$ cat src/rtl/adder_seq_ctrl.sv
// adder_seq_ctrl: wide unsigned adder built by stepping one 4-bit CLA slice across NIB_COUNT nibbles
// cla_adder is the existing 4-bit lookahead slice; the controller owns the only instance.
module cla_adder (
    input  logic [3:0] in1,
    input  logic [3:0] in2,
    input  logic       cin,
    output logic [3:0] out,
    output logic       cout
);
    logic [3:0] g, p;
    logic [4:0] c;
    always_comb begin
        g    = in1 & in2;
        p    = in1 ^ in2;
        c[0] = cin;
        c[1] = g[0] | (p[0] & cin);
        c[2] = g[1] | (p[1] & g[0]) | (p[1] & p[0] & cin);
        c[3] = g[2] | (p[2] & g[1]) | (p[2] & p[1] & g[0]) | (p[2] & p[1] & p[0] & cin);
        c[4] = g[3] | (p[3] & g[2]) | (p[3] & p[2] & g[1]) | (p[3] & p[2] & p[1] & g[0])
             | (p[3] & p[2] & p[1] & p[0] & cin);
        out  = p ^ c[3:0];
        cout = c[4];
    end
endmodule

module adder_seq_ctrl #(
    parameter int NIB_COUNT = 4
) (
    input  logic                   clk,
    input  logic                   rst,
    input  logic                   start,
    input  logic [4*NIB_COUNT-1:0] in1,
    input  logic [4*NIB_COUNT-1:0] in2,
    input  logic                   cin,
    output logic                   busy,
    output logic                   done,
    output logic [4*NIB_COUNT-1:0] out,
    output logic                   cout
);
    localparam int W  = 4 * NIB_COUNT;
    localparam int IW = NIB_COUNT > 1 ? $clog2(NIB_COUNT) : 1;

    typedef enum logic [1:0] {IDLE, RUN, DONE} state_t;

    state_t        state, next_state;
    logic [W-1:0]  op_a, op_b, shadow, merged;
    logic [IW-1:0] idx;
    logic          carry, last;
    logic [3:0]    s_out;
    logic          s_cout;

    cla_adder u_slice (
        .in1  (op_a[4*idx+:4]),
        .in2  (op_b[4*idx+:4]),
        .cin  (carry),
        .out  (s_out),
        .cout (s_cout)
    );

    assign last = idx == IW'(NIB_COUNT - 1);

    // shadow with the current slice already merged, so DONE sees the final nibble on the same edge
    always_comb begin
        merged             = shadow;
        merged[4*idx+:4]   = s_out;
    end

    always_ff @(posedge clk)
        if (rst) state <= IDLE;
        else     state <= next_state;

    always_comb
        next_state = state == IDLE ? (start ? RUN : IDLE)
                   : state == RUN  ? (last ? DONE : RUN)
                   : IDLE;

    always_comb busy = state != IDLE;

    always_ff @(posedge clk) begin
        if (rst) begin
            op_a   <= '0;
            op_b   <= '0;
            shadow <= '0;
            idx    <= '0;
            carry  <= 1'b0;
            out    <= '0;
            cout   <= 1'b0;
            done   <= 1'b0;
        end else begin
            done <= 1'b0;
            if (state == IDLE && start) begin
                op_a  <= in1;
                op_b  <= in2;
                carry <= cin;
                idx   <= '0;
            end else if (state == RUN) begin
                shadow <= merged;
                carry  <= s_cout;
                idx    <= last ? '0 : idx + IW'(1);
                if (last) begin
                    out  <= merged;
                    cout <= s_cout;
                    done <= 1'b1;
                end
            end
        end
    end
endmodule

$ cat config.mk
export PLATFORM = sky130hd
export DESIGN_NAME = adder_seq_ctrl
export DESIGN_NICKNAME = d
export VERILOG_FILES = /design/src/rtl/adder_seq_ctrl.sv
export SDC_FILE = /design/constraint.sdc
export NUM_CORES = 1
export LEC_CHECK = 0
export ABC_AREA = 1
export BUFFER_PORTS_ARGS = -buffer_cell sky130_fd_sc_hd__buf_2
export CAP_MARGIN = 40
export CELL_PAD_IN_SITES_DETAIL_PLACEMENT = 0
export CELL_PAD_IN_SITES_GLOBAL_PLACEMENT = 1
export CORE_MARGIN = 2
export CORE_UTILIZATION = 36
export CTS_CLUSTER_DIAMETER = 200
export DETAILED_ROUTE_END_ITERATION = 8
export PLACE_DENSITY_LB_ADDON = 0.1
export SLEW_MARGIN = 30
export SYNTH_ARGS = -nofsm -noshare
export SYNTH_HDL_FRONTEND = slang
export SYNTH_HIERARCHICAL = 1
export SYNTH_SLANG_ARGS = --single-unit
$ cat constraint.sdc
create_clock -name clk -period 2.2 [get_ports clk]
set_input_delay 0 -clock clk [delete_from_list [all_inputs] [get_ports clk]]
set_output_delay 0 -clock clk [all_outputs]
set_load 0.01 [all_outputs]
==> run_results.csv <==
group,metric,value,unit
place,post-dp-hpwl,6041,µm
yosys,ys_types,26,
setup_path,cp_cell_sequence,"inv_4 > buf_12 > nor2_1 > o22ai_2 > ha_1 > nand3_1 > nand3_2 > nand2_1 > nand2_1 > nand2_1 > inv_1 > nand3_1 > nand3_1 > nand2_1 > inv_1",
die,initial_core_util,36.42,%
yosys,yosys_warnings,6,
setup_path,crit_required,2.46,ns
yosys,synth_edf_count,0,
grt,grt_pass1_vias,3070,
yosys,syn_inst,521,
sta,setup_viol,0,
yosys,synth.mux.area_fraction,0,%
sta,period_needed,2.071,ns
grt,grt_max_degree,36,
final_layout,syn_to_final_growth,30.65,%
yosys,synthFlopType,"dfxtp_1",
setup_path,criticalPathCategory,"reg2reg",
setup_path,cp-start-kind,"register",
power_and_ir_drop,combPwrFrac,20.9,%
yosys,synthSimpleGateAreaFrac,31.04,%
drt,vias_per_cell,4.495,
final_layout,final_cells,746,
sta,fin_worst_skew,0.006464,ns
sta,hold_viol,0,
yosys,yosys.area.top_type,"dfxtp_1",
die,die_h,102.8,µm
yosys,syn_avg_cell_area,6.739,µm²
yosys,syn-num-nets,568,
setup_path,arrival,2.33,ns
yosys,synthAdderAreaFrac,4.134,%
setup_path,endpoint_kind,"register",
final_layout,final_core_util,47.59,%
clock_tree,clk_latency,0.35,ns
place,dpl.cell_count,695,
die,io_pins,55,
final_layout,drive_gt1_share,20.39,%
grt,grt.total_usage,17.76,%
die,die_w,102.8,µm
run_status,status,"finished clean",
yosys,synth-async-reset-ratio,0,%
job,cap_violations,0,
die,num_rows,36,
final_layout,fin_nets,657,
setup_path,crit_fanout,8,
die,core,0.009639,mm²
clock_tree,clkSinkCount,71,
yosys,synth-compound-area-share,12.26,%
yosys,synth_area_leaders,"dfxtp_1 (40%), nor2_1 (13%), nand2_1 (8.1%)",
yosys,synth_xor_area_share,0.2495,%
power_and_ir_drop,netSwitchingFraction,28.96,%
sta,worstMarginPinSlew,0.5318,ns
drt,vias,3353,
yosys,synth_top_family_by_area,"simple AND/OR/NAND/NOR gates",
sta,relSlewSlack,64.50,%
drt,postRouteAntennaNets,0,
setup_path,crit_slowest_cell,"dfxtp_4",
clock_tree,numCtsBuffers,9,
sta,grt_setup_unrepaired,"true",
place,portBuffers,54,
clock_tree,clk_pin_slew_worst_paths,0.07,ns
drt,dr.first_iter.drc_count,100,
clock_tree,htreeDepth,3,
power_and_ir_drop,leakage,2.227,nW
setup_path,slowest_delay,0.37,ns
power_and_ir_drop,intPower,2.093,mW
grt,antenna_found_initial,0,
drt,drc_errors,0,
die,die_area,0.01056,mm²
setup_path,crit_path_frequent_cell,"nand2_1",
drt,drt_pass1_iterations,4,
power_and_ir_drop,max-vdd-ir-drop,0.3534,mV
drt,wirelength,8679,µm
sta,fin_tns_setup,0,ns
hold_path,hold_path_class,"in2reg",
sta,fmax,0.4830,GHz
clock_tree,cts_tree,"yes",
yosys,yosysTopAreaCellShare,40.48,%
sta,drv_slew,0,
place,gp_congestion,0.8869,
drt,wl_per_cell,11.63,µm
power_and_ir_drop,pwr-share-seq,48.1,%
grt,grt_first_pass_wirelength,14280,µm
power_and_ir_drop,powerDensity,642.4,mW/mm²
sta,fin_crit_sh,94.12,%
final_layout,antenna_cells,0,
power_and_ir_drop,switchingPower,0.8535,mW
yosys,syn_area,0.003511,mm²
clock_tree,cts_root_buffer,"clkbuf_8",
yosys,ys_seq_area_share,40.48,%
setup_path,r2r_setup_slack,0.13,ns
sta,fin_worst_hold_slack,0.02076,ns
yosys,synth-seq-cells,71,
grt,grt_overflow,0,
power_and_ir_drop,clkPwrFrac,31.0,%
clock_tree,ctsLongestPathBuffers,2,
[worst paths after layout]
kind           from  endpoint  depth (start not counted)
max          idx[0]   out[14]                         15
min             rst  op_b[14]                          4
max reg2reg  idx[0]   out[14]                         15
min reg2reg    cout      cout                          2
[stage by stage]
step | worst slack, ns | power (mW) | instance area, µm²
global placement | 0.02956 | 1.951 | 3909
global route | -0.04712 | 3.144 | 4587
detailed placement | 0.02509 | 1.958 | 3909
finish | 0.1294 | 2.947 | 4587
CTS | 0.04855 | 2.942 | 4410
floorplan | 0.06355 | 1.809 | 3511
[layer usage]
metal  GRT usage (%)  share of wire [%]  vias to the layer above
li1                -                  -                     1800
met1           20.50                 45                     1474
met2           31.07                 49                       60
met3           3.051                2.9                       19
met4           10.02                3.4                        0
met5               0                  0                        -
[power groups by stage]
stage | Combinational (mW) | Sequential, mW | Clock (mW)
3_5_place_dp | 0.516 | 1.44 | 0
5_1_grt | 0.708 | 1.43 | 1.01
4_1_cts | 0.569 | 1.41 | 0.959
2_1_floorplan | 0.381 | 1.43 | 0
6_report | 0.617 | 1.42 | 0.913
3_3_place_gp | 0.509 | 1.44 | 0
[synthesized netlist by cell type (4+ instances only)]
master    number
nand3_1       50
a21oi_1       13
clkbuf_1       8
a21oi_2        8
dfxtp_1       71
inv_1         73
nor2_1       125
o21ai_0       45
buf_4          4
ha_1          10
o21ai_1        4
o22ai_1        8
buf_2          8
nand2_1       76
inv_2          4
[kinds of logic after synthesis]
kind of cell	after synthesis
DFF	71
adders and majority gates	11
buffers and inverters	100
AOI/OAI and AO/OA	78
xor gates and xnor gates	1
and+or+nand+nor	260
[flip-flops by register name, summed over array words and instances (netlist names), 2 cells and up]
signal and count:
out 16, op_a 16, state 2, op_b 16, idx 2, shadow 16
[cell usage in the layout (no fill, tap or decap), types with 3 or more instances in the layout]
master | Yosys | layout
ha_1 | 10 | 9
buf_4 | 4 | 10
dlygate4sd3_1 | 0 | 33
inv_2 | 4 | 7
nor2_1 | 125 | 121
nand2_2 | 1 | 3
o21ai_1 | 4 | 11
nand3_2 | 0 | 3
dfxtp_1 | 71 | 69
inv_1 | 73 | 69
o22ai_2 | 0 | 5
clkbuf_8 | 0 | 11
nand2_1 | 76 | 74
nand3_1 | 50 | 47
a21oi_2 | 8 | 8
o21ai_0 | 45 | 34
nor2_2 | 1 | 5
buf_2 | 8 | 54
o22ai_1 | 8 | 3
a21oi_1 | 13 | 13
[critical path: cells and delay by family (launching register included)]
| kind | cells | cell delay [ns] |
|---|---|---|
| and+or+nand+nor | 9 | 0.93 |
| AOI/OAI and AO/OA | 1 | 0.12 |
| DFF | 1 | 0.37 |
| adders and majority gates | 1 | 0.30 |
| buffers and inverters | 4 | 0.26 |
[layout make-up]
class,instances,area [µm²]
Tap cell,133,166.4
Multi-Input combinational cell,350,1788
Inverter,77,291.5
Fill cell,1037,5052
Clock inverter,1,5.005
Clock buffer,13,158.9
Timing Repair Buffer,101,750.7
Sequential cell,71,1426
[timing repair]
item,in CTS,in global routing
endpoints found under the hold margin,33,0
hold buffers,33,0
cloned,0,1
gates resized for setup,1,44
pin swaps,0,14
endpoints found under the setup margin,1,29
buffers inserted,0,2
(Power assumes the default switching activity.)
